### config.mk
export PLATFORM = sky130hd
export DESIGN_NAME = alu_share_arbiter
export DESIGN_NICKNAME = d
export VERILOG_FILES = /design/src/rtl/alu_share_arbiter.sv
export SDC_FILE = /design/constraint.sdc
export NUM_CORES = 1
export LEC_CHECK = 0
export ABC_AREA = 1
export CAP_MARGIN = 20
export CORE_AREA = 5 5 131 133
export CTS_BUF_LIST = sky130_fd_sc_hd__clkbuf_4
export DETAILED_ROUTE_END_ITERATION = 8
export DIE_AREA = 0 0 136 138
export PLACE_DENSITY = 0.79
export SYNTH_ARGS = -nofsm -noshare
export SYNTH_HDL_FRONTEND = slang
export SYNTH_SLANG_ARGS = --single-unit
### constraint.sdc
create_clock -name clk -period 1.5 [get_ports clk]
set_input_delay 0.225 -clock clk [delete_from_list [all_inputs] [get_ports clk]]
set_output_delay 0.225 -clock clk [all_outputs]
set_load 0.005 [all_outputs]
### src/rtl/alu_share_arbiter.sv
// Round-robin share of one combinational ALU between two issue requesters.
// Each requester has one registered response slot with a valid/ready handshake.
module alu_share_arbiter #(
   parameter int unsigned XLEN  = 32,
   parameter int unsigned TAG_W = 4
) (
   input  logic                 clk,
   input  logic                 rstn,
   input  logic                 flush,
   input  logic [1:0]           req_valid,
   output logic [1:0]           req_ready,
   input  logic [5:0]           req_alu_op,
   input  logic [5:0]           req_func3,
   input  logic [1:0]           req_func7,
   input  logic [2*XLEN-1:0]    req_op_a,
   input  logic [2*XLEN-1:0]    req_op_b,
   input  logic [2*TAG_W-1:0]   req_tag,
   output logic [2:0]           alu_op_o,
   output logic [2:0]           alu_func3_o,
   output logic                 alu_func7_o,
   output logic [XLEN-1:0]      alu_a_o,
   output logic [XLEN-1:0]      alu_b_o,
   input  logic [3:0]           alu_ctrl_i,
   input  logic [XLEN-1:0]      alu_result_i,
   output logic [1:0]           rsp_valid,
   input  logic [1:0]           rsp_ready,
   output logic [2*XLEN-1:0]    rsp_data,
   output logic [2*TAG_W-1:0]   rsp_tag,
   output logic [1:0]           rsp_err
);

   logic [1:0]       elig;
   logic [1:0]       grant;
   logic             sel;
   logic             rr_last;
   logic [TAG_W-1:0] sel_tag;

   // A requester may issue only when its slot is free or being drained this cycle.
   always_comb begin
      elig  = req_valid & (~rsp_valid | rsp_ready) & {2{~flush}};
      grant = 2'b00;
      case (elig)
         2'b01:   grant = 2'b01;
         2'b10:   grant = 2'b10;
         2'b11:   grant = rr_last ? 2'b01 : 2'b10;
         default: grant = 2'b00;
      endcase
   end

   assign req_ready = grant;
   assign sel       = grant[1];

   // Steer the granted request onto the shared ALU; idle inputs are all zero.
   always_comb begin
      alu_op_o    = 3'b000;
      alu_func3_o = 3'b000;
      alu_func7_o = 1'b0;
      alu_a_o     = '0;
      alu_b_o     = '0;
      sel_tag     = '0;
      if (|grant) begin
         alu_op_o    = sel ? req_alu_op[5:3] : req_alu_op[2:0];
         alu_func3_o = sel ? req_func3[5:3]  : req_func3[2:0];
         alu_func7_o = sel ? req_func7[1]    : req_func7[0];
         alu_a_o     = sel ? req_op_a[2*XLEN-1:XLEN]   : req_op_a[XLEN-1:0];
         alu_b_o     = sel ? req_op_b[2*XLEN-1:XLEN]   : req_op_b[XLEN-1:0];
         sel_tag     = sel ? req_tag[2*TAG_W-1:TAG_W]  : req_tag[TAG_W-1:0];
      end
   end

   // Round-robin pointer only moves on an actual grant.
   always_ff @(posedge clk or negedge rstn) begin
      if (!rstn)
         rr_last <= 1'b1;
      else if (|grant)
         rr_last <= sel;
   end

   // Response slots: load on grant, otherwise drain on ready or flush.
   always_ff @(posedge clk or negedge rstn) begin
      if (!rstn) begin
         rsp_valid <= '0;
         rsp_data  <= '0;
         rsp_tag   <= '0;
         rsp_err   <= '0;
      end else begin
         for (int i = 0; i < 2; i++) begin
            if (grant[i]) begin
               rsp_valid[i]                <= 1'b1;
               rsp_data[i*XLEN +: XLEN]    <= alu_result_i;
               rsp_tag[i*TAG_W +: TAG_W]   <= sel_tag;
               rsp_err[i]                  <= (alu_ctrl_i == 4'hF);
            end else if (flush || rsp_ready[i]) begin
               rsp_valid[i] <= 1'b0;
            end
         end
      end
   end

endmodule

==> impl_metrics.tcl, run 1 <==
set metrics [dict create \
    antenna_cells 0 \
    p_leak_nw 4.96 \
    worst-r2r-cell-count 13 \
    wl_per_cell_um 20.4 \
    comb_power_share_pct 45.7 \
    area_delta_synth_final_pct 141 \
    grt_use_met2_pct 37.4 \
    fp.dieH_um 138 \
    critPathKind "flop to output pin" \
    overflow 0 \
    peakVddDrop_uv 851 \
    grt_max_degree 34 \
    cp.required_ns 1.27 \
    swShare_pct 35.4 \
    max_freq_mhz 457 \
    status "finished, violations left" \
    final_nets 1163 \
    gp_congestion 0.913 \
    period_needed_ns 2.19 \
    start_util_pct 25.7 \
    total_power_mw 7.45 \
    post-place-ws_ns -0.866 \
    route.detailed.drc 0 \
    path_max_fanout 6 \
    cts-htree-levels 3 \
    clkTransAtPathRegs_ns 0.17 \
    reg2reg_from "rsp_valid[1]" \
    cp.arrival_ns 1.96 \
    hpwl_um 13900 \
    clockPowerShare_pct 17.9 \
    syn_area_per_cell_um2 7.34 \
    hold_slack_ns 0.215 \
    ant_nets 0 \
    synth.distinct_cells 20 \
    vias_per_cell 4.73 \
    row_count 46 \
    fin_area_mm2 0.00975 \
    yosys_warnings 0 \
    setup_violations 115 \
    rsz0062_at_grt "true" \
    synthesis.area_mm2 0.00404 \
    grt_pass1_vias 5527 \
    drive_above_1_share_pct 40.6 \
    net-switching-power_mw 2.63 \
    cts_tree "built" \
    tns_ns -55.32 \
    dp.cells 1094 \
    drv_cap 0 \
    root_buffer "clkbuf_4" \
    violations "setup timing" \
    core_area_mm2 0.0157 \
    io_pins 342 \
    dr.pass1.iters 6 \
    clock_skew_ns 0.0269 \
    placed_cell_area_mm2 0.00778 \
    crit_path_start_kind "flop" \
    fin_ws_ns -0.686 \
    fin_crit_sh_pct 146 \
    cts_buffers 9 \
    use_met1_pct 25.8 \
    synth_nets 744 \
    hp-class "input port to async pin" \
    routed_wl_um 24300 \
    grt_usage_pct 22.2 \
    slew_headroom_pct 69.7 \
    antenna_found_initial 0 \
    utilization_pct 62.1 \
    grt_util_met3_pct 7.62 \
    intPower_mw 4.82 \
    grt_pass1_wl_um 32300 \
    ys_ff_latch 77 \
    slew_viol_final 0 \
    end_kind "output pin" \
    vias 5635 \
    seqPwrFrac_pct 36.4 \
    die_area_mm2 0.0188 \
    top_usage_layer "met2" \
    drt_iter0_markers 238 \
    hold_viol 0 \
    port_buffers 341 \
    die_x_um 136 \
    tightest_slew_ns 0.455 \
    final_cells 1191 \
    synthCells 551 \
    reg2reg_slack_ns -0.41 \
    ys_seq_area_share_pct 47.7 \
    p_per_area_mw_per_mm2 764 \
    insertion_delay_ns 0.46 \
    r2r_end "rsp_data[52]" \
    cts_num_sinks 77 \
    clockBufferDepth 2 \
]
==> per-layer routing <==
layer,share of wire (%),wire (µm)
met1,36,8720
met4,5.1,1250
met5,0,0
met2,49,12000
met3,9.6,2330
==> power groups by stage <==
| stage | Sequential (mW) | Clock [mW] | Combinational [mW] |
|---|---|---|---|
| final | 2.71 | 1.33 | 3.41 |
| after floorplan | 2.72 | 0 | 0.664 |
| after global placement | 2.68 | 0 | 2.54 |
| after detailed placement | 2.69 | 0 | 2.57 |
| after CTS | 2.65 | 1.35 | 2.87 |
| after global routing | 2.76 | 1.47 | 3.63 |
==> how the worst max path moves through the flow <==
stage,start,to,slack [ns]
6_report,rr_last,alu_a_o[3],-0.69
5_1_grt,rsp_valid[1],alu_b_o[9],-0.82
4_1_cts,rsp_valid[1],alu_op_o[0],-0.78
3_5_place_dp,req_valid[0],alu_a_o[9],-0.87
3_3_place_gp,rsp_ready[1],alu_b_o[0],-0.85
2_1_floorplan,rr_last,alu_a_o[0],0.06
==> cell type report <==
cell class / instances / area [µm²]
fillers: 1199 / 5960
repair buffers: 447 / 4660
multi-input cells: 389 / 2570
flip-flops and latches: 77 / 1930
well taps: 216 / 270
inverters: 46 / 180
clock inverters: 7 / 73.8
clock buffers: 9 / 67.6
==> sequential cells by signal, summed over array words and instances (netlist names) <==
name / count
rsp_err: 2
rsp_tag: 8
rsp_data: 64
rr_last: 1
rsp_valid: 2
==> layout by cell type, fill, tap and decap left out, drive strengths merged <==
master,synthesis,final
nand2,241,241
clkdlybuf4s50,0,191
buf,32,172
dfrtp,76,76
dlygate4sd2,0,74
nand3,73,73
o21ai,69,69
inv,46,52
clkbuf,7,18
nor2,4,4
and2,1,1
nand4,1,1
clkinv,0,1
dlygate4sd3,0,1
dfstp,1,1
==> timing repair <==
item	CTS	global route
gates resized for setup	542	223
hold endpoints to repair	29	0
pin swaps	24	34
buffers inserted	46	16
hold buffers	1	0
gates cloned	19	9
setup endpoints to repair	219	125
==> worst max-delay path: stages (launching register included) <==
cell	delay (ns)
dfstp_2	0.58
nand3_2	0.10
nand2_4	0.13
buf_12	0.12
buf_12	0.12
buf_16	0.12
buf_8	0.11
nand3_2	0.06
nand2_1	0.07
buf_2	0.11
==> kinds of logic after synthesis <==
family,after synthesis,synth area share [%]
flops,77,47.7
simple gates,320,33.6
compound gates,69,8.54
buf+inv,85,10.1
==> synth_stat cells, drive strengths merged <==
library cell	count	area [µm²]
nand2	241	915
dfrtp	76	1900
nand3	73	415
o21ai	69	345
inv	46	173
buf	32	209
clkbuf	7	28.8
nor2	4	17.5
and2	1	6.26
dfstp	1	26.3
nand4	1	6.26
(Power assumes the default switching activity.)
==> run 2: changes to the inputs <==
--- a/config.mk
+++ b/config.mk
@@ -12,6 +12,7 @@
 export DETAILED_ROUTE_END_ITERATION = 8
 export DIE_AREA = 0 0 136 138
 export PLACE_DENSITY = 0.79
+export SKIP_LAST_GASP = 1
 export SYNTH_ARGS = -nofsm -noshare
 export SYNTH_HDL_FRONTEND = slang
 export SYNTH_SLANG_ARGS = --single-unit
==> impl_metrics.tcl, run 2 (synthesis gave the netlist of run 1 again) <==
set metrics [dict create \
    antenna_cells 0 \
    cts_tree "built" \
    p_leak_nw 4.92 \
    path_cells "nand3_2 -> nand2_4 -> buf_12 -> buf_12 -> buf_16 -> buf_6 -> nand3_1 -> nand2_1 -> buf_2" \
    clock_skew_ns 0.0254 \
    hold_viol 0 \
    clkTransAtPathRegs_ns 0.17 \
    cp_top_family "buffers and inverters" \
    cp.arrival_ns 1.96 \
    final_nets 1165 \
    drv_cap 0 \
    worst-path-stages 9 \
    largest_reg_flops 64 \
    hp-class "input port to async pin" \
    critPathKind "flop to output pin" \
    grt_pass1_wl_um 32700 \
    critical_path_buf_inv_count 5 \
    grt_usage_pct 22.4 \
    p_per_area_mw_per_mm2 759 \
    core_area_mm2 0.0157 \
    cp.required_ns 1.27 \
    num-fill-cells 1225 \
    fin_ws_ns -0.687 \
    regMostFlops "rsp_data" \
    fp.dieH_um 138 \
    end_kind "output pin" \
    peakVddDrop_uv 806 \
    crit_path_start_kind "flop" \
    vias_per_cell 4.73 \
    vias 5645 \
    rsz0062_at_grt "true" \
    wl_per_cell_um 20.2 \
    reg2reg_slack_ns -0.59 \
    endpoint "alu_op_o[0]" \
    slew_headroom_pct 69.7 \
    fin_crit_sh_pct 146 \
    clockBufferDepth 2 \
    drive_above_1_share_pct 36.6 \
    reg2reg_from "rsp_valid[1]" \
    setup_violations 115 \
    path_max_fanout 6 \
    grt_max_degree 34 \
    period_needed_ns 2.19 \
    dr.pass1.iters 5 \
    grt_pass1_vias 5598 \
    r2r_end "rsp_data[52]" \
    gp_congestion 0.913 \
    io_pins 342 \
    routed_wl_um 24000 \
    cts-htree-levels 3 \
    insertion_delay_ns 0.46 \
    root_buffer "clkbuf_4" \
    antenna_found_initial 0 \
    port_buffers 341 \
    worst-r2r-cell-count 15 \
    fin_area_mm2 0.00961 \
    startpoint "rr_last" \
    cts_buffers 9 \
    area_delta_synth_final_pct 138 \
    cp_common_cell "buf_12" \
    final_cell_mix "191 x clkdlybuf4s50_1, 160 x nand2_1, 76 x dfrtp_1" \
    hpwl_um 13900 \
    placed_cell_area_mm2 0.00778 \
    tightest_slew_ns 0.454 \
    max_freq_mhz 457 \
    ant_nets 0 \
    worst_path_max_delay_cell "dfstp_2" \
    cts_num_sinks 77 \
    drt_iter0_markers 311 \
    die_x_um 136 \
    final_common_cell "clkdlybuf4s50_1" \
    die_area_mm2 0.0188 \
    row_count 46 \
    violations "setup timing" \
    max_stage_delay_ns 0.57 \
    status "finished, violations left" \
    overflow 0 \
    total_power_mw 7.29 \
    slew_viol_final 0 \
    start_util_pct 25.7 \
    top_regs "rsp_data: 64 flops, rsp_tag: 8 flops" \
    route.detailed.drc 0 \
]
[run 2: cell count changes in the layout (fill, tap and decap cells not counted), moves of 3 or more]
cell,change
clkbuf_2,+3
nand2_1,+33
nand2_2,-23
nand2_4,-10
o21ai_0,+27
o21ai_1,-21
o21ai_2,-7
[run 2: area by class of cell]
type	count	area, µm²	area share, %
Clock buffer	9	67.6	0.703
Clock inverter	7	73.8	0.768
Inverter	46	180	1.88
Multi-Input combinational cell	389	2430	25.3
Sequential cell	77	1930	20.1
Tap cell	216	270	2.81
Timing Repair Buffer	449	4660	48.5
[run 2: metal layers]
metal | vias up | wire, µm | global-route usage, %
met1 | 2665 | 8800 | 26.1
met2 | 309 | 11700 | 37.9
met3 | 82 | 2260 | 7.33
met5 | - | 0 | 0
met4 | 0 | 1260 | 9.07
li1 | 2589 | - | -
[run 2: where the power goes]
part	internal (mW)	switching, mW
registers	2.45	0.227
clock network	0.402	0.922
logic	1.90	1.39
total	4.75	2.54
[run 2: metrics by stage]
step | setup WS (ns) | util, % | TNS [ns] | cells | hold slack (ns)
6_report | -0.687 | 61.1 | -59.24 | 1193 | 0.218
3_5_place_dp | -0.866 | 49.5 | -92.93 | 1094 | 0.199
2_1_floorplan | 0.0611 | - | 0 | 551 | -0.0706
3_3_place_gp | -0.852 | 49.5 | -89.85 | 1094 | 0.203
5_1_grt | -0.801 | 61.1 | -71.65 | 1193 | 0.211
4_1_cts | -0.775 | 56.3 | -62.73 | 1175 | 0.214
[run 2: worst min path at each step]
stage	start	endpoint	slack (ns)	cells past startpoint
after floorplan	rstn	rsp_data[0]	-0.07	0
after global placement	rstn	rsp_data[44]	0.20	1
after detailed placement	rstn	rsp_data[45]	0.20	1
after CTS	rstn	rsp_data[44]	0.21	2
after global routing	rstn	rsp_data[13]	0.21	2
final	rstn	rsp_data[45]	0.22	2
[run 2: repair_timing]
item,4_1_cts,5_1_grt
cloned,19,6
pin swaps,24,44
setup endpoints to repair,219,125
gates resized for setup,511,173
buffers inserted,46,21
hold buffers,1,0
hold endpoints to repair,29,0
[run 2: worst register-to-register path, stage by stage (launching register included)]
cell and delay, ns:
dfrtp_1 0.41, inv_2 0.08, nor2_4 0.04, nor2_4 0.12, nand2_4 0.10, buf_6 0.14
buf_6 0.13, buf_16 0.14, buf_6 0.11, buf_6 0.10, buf_6 0.11, buf_12 0.15
buf_12 0.15, buf_16 0.13, nand2_4 0.05, o21ai_2 0.06
==> run 3: changes to the inputs <==
--- a/config.mk
+++ b/config.mk
@@ -12,6 +12,7 @@
 export DETAILED_ROUTE_END_ITERATION = 8
 export DIE_AREA = 0 0 136 138
 export PLACE_DENSITY = 0.79
+export REMOVE_ABC_BUFFERS = 1
 export SKIP_LAST_GASP = 1
 export SYNTH_ARGS = -nofsm -noshare
 export SYNTH_HDL_FRONTEND = slang
==> impl_metrics.tcl, run 3 (synthesis gave the netlist of run 1 again) <==
set metrics [dict create \
    final_common_cell "clkdlybuf4s50_1" \
    wl_met3_um 1990 \
    grt_pass1_vias 4882 \
    die_x_um 136 \
    period_needed_ns 2.35 \
    comb_power_share_pct 43.3 \
    wl_met2_um 11000 \
    clkTransAtPathRegs_ns 0.13 \
    grt_pass1_wl_um 28300 \
    wl_per_cell_um 17.8 \
    grt_max_degree 63 \
    final_cell_mix "292 x clkdlybuf4s50_1, 220 x nand2_1, 76 x dfrtp_1" \
    routed_wl_um 20600 \
    hp-class "input port to async pin" \
    peakVddDrop_uv 749 \
    core_area_mm2 0.0157 \
    row_count 46 \
    slew_viol_final 0 \
    path_max_fanout 6 \
    largest_reg_flops 64 \
    area_delta_synth_final_pct 115 \
    r2r_end "rsp_err[1]" \
    status "finished, violations left" \
    clockBufferDepth 2 \
    fin_crit_sh_pct 157 \
    max_freq_mhz 426 \
    start_util_pct 25.7 \
    reg2reg_from "rsp_valid[1]" \
    tns_ns -56.96 \
    cts-htree-levels 3 \
    route.detailed.drc 0 \
    cts_tree "built" \
    hold_viol 0 \
    cp.arrival_ns 2.12 \
    post-place-ws_ns -0.800 \
    final_nets 1128 \
    grt_usage_pct 19.2 \
    vias 5151 \
    cts_buffers 9 \
    p_leak_nw 4.47 \
    clock_skew_ns 0.0151 \
    ant_nets 0 \
    top_layer "met4" \
    violations "setup timing" \
    end_kind "output pin" \
    cts_num_sinks 77 \
    worst-r2r-cell-count 11 \
    fin_ws_ns -0.849 \
    drive_above_1_share_pct 18.0 \
    critPathKind "flop to output pin" \
    net-switching-power_mw 2.02 \
    cp.required_ns 1.27 \
    drv_cap 0 \
    vias_per_cell 4.44 \
    setup_violations 181 \
    p_per_area_mw_per_mm2 758 \
    port_buffers 341 \
    swShare_pct 30.6 \
    wl_met1_um 7190 \
    hpwl_um 15300 \
    die_area_mm2 0.0188 \
    clockPowerShare_pct 16.1 \
    antenna_found_initial 5 \
    regMostFlops "rsp_data" \
    slew_headroom_pct 83.8 \
    insertion_delay_ns 0.41 \
    gp_congestion 0.887 \
    intPower_mw 4.56 \
    drt_iter0_markers 207 \
    tightest_slew_ns 0.242 \
    root_buffer "clkbuf_4" \
    crit_path_start_kind "flop" \
    seqPwrFrac_pct 40.6 \
    overflow 0 \
    rsz0062_at_grt "true" \
    io_pins 342 \
    utilization_pct 55.3 \
    dr.pass1.iters 4 \
    fp.dieH_um 138 \
    reg2reg_slack_ns -0.28 \
    top_regs "rsp_data: 64 flops, rsp_tag: 8 flops" \
]
==> run 3: critical path, cell delays in order (launching register included) <==
cell and delay (ns):
dfstp_2 0.58, nand3_4 0.11, nand2_8 0.15, buf_4 0.14
buf_12 0.12, nand3_1 0.07, nand2_1 0.07, clkdlybuf4s50_1 0.50
==> run 3: final cells by class <==
class,instances,area (µm²)
inverters,46,185
multi-input cells,389,1910
well taps,216,270
fillers,1404,7030
clock buffers,9,67.6
flip-flops and latches,77,1930
repair buffers,412,4270
clock inverters,6,40.0
diodes,5,12.5
==> run 3: timing repair <==
item | CTS | global route
pin swaps | 0 | 18
buffers inserted | 3 | 25
hold endpoints to repair | 76 | 0
cloned | 3 | 9
hold buffers | 1 | 0
setup endpoints to repair | 183 | 211
resized for setup | 10 | 169
==> run 3: metal layers <==
layer,vias to the layer above,track usage [%]
met5,-,0
met1,2396,20.0
met3,21,6.68
met2,231,35.8
li1,2503,-
met4,0,5.89
==> run 3: power groups by stage <==
stage	Clock, mW	Combinational, mW	Sequential, mW
2_1_floorplan	0	0.600	2.72
3_3_place_gp	0	2.58	2.68
3_5_place_dp	0	2.61	2.70
4_1_cts	1.10	2.70	2.67
5_1_grt	1.20	3.08	2.73
6_report	1.06	2.85	2.67
==> run 3: stage by stage <==
| stage | power (mW) | instances | cell area [µm²] | hold slack (ns) |
|---|---|---|---|---|
| global placement | 5.27 | 1101 | 7870 | 0.110 |
| global route | 7.01 | 1160 | 8680 | 0.172 |
| CTS | 6.46 | 1123 | 8130 | 0.163 |
| detailed placement | 5.31 | 1101 | 7870 | 0.109 |
| finish | 6.58 | 1160 | 8680 | 0.201 |
| floorplan | 3.32 | 512 | 3810 | -0.0706 |
==> run 3: worst max-delay path by stage <==
| stage | depth (start not counted) | startpoint | endpoint | slack [ns] |
|---|---|---|---|---|
| 2_1_floorplan | 5 | rr_last | alu_a_o[0] | -1.69 |
| 3_3_place_gp | 9 | rsp_ready[0] | alu_a_o[24] | -0.81 |
| 3_5_place_dp | 9 | req_valid[0] | alu_a_o[24] | -0.80 |
| 4_1_cts | 9 | rsp_valid[1] | alu_a_o[28] | -0.93 |
| 5_1_grt | 7 | rr_last | alu_b_o[18] | -1.02 |
| 6_report | 7 | rr_last | alu_b_o[18] | -0.85 |
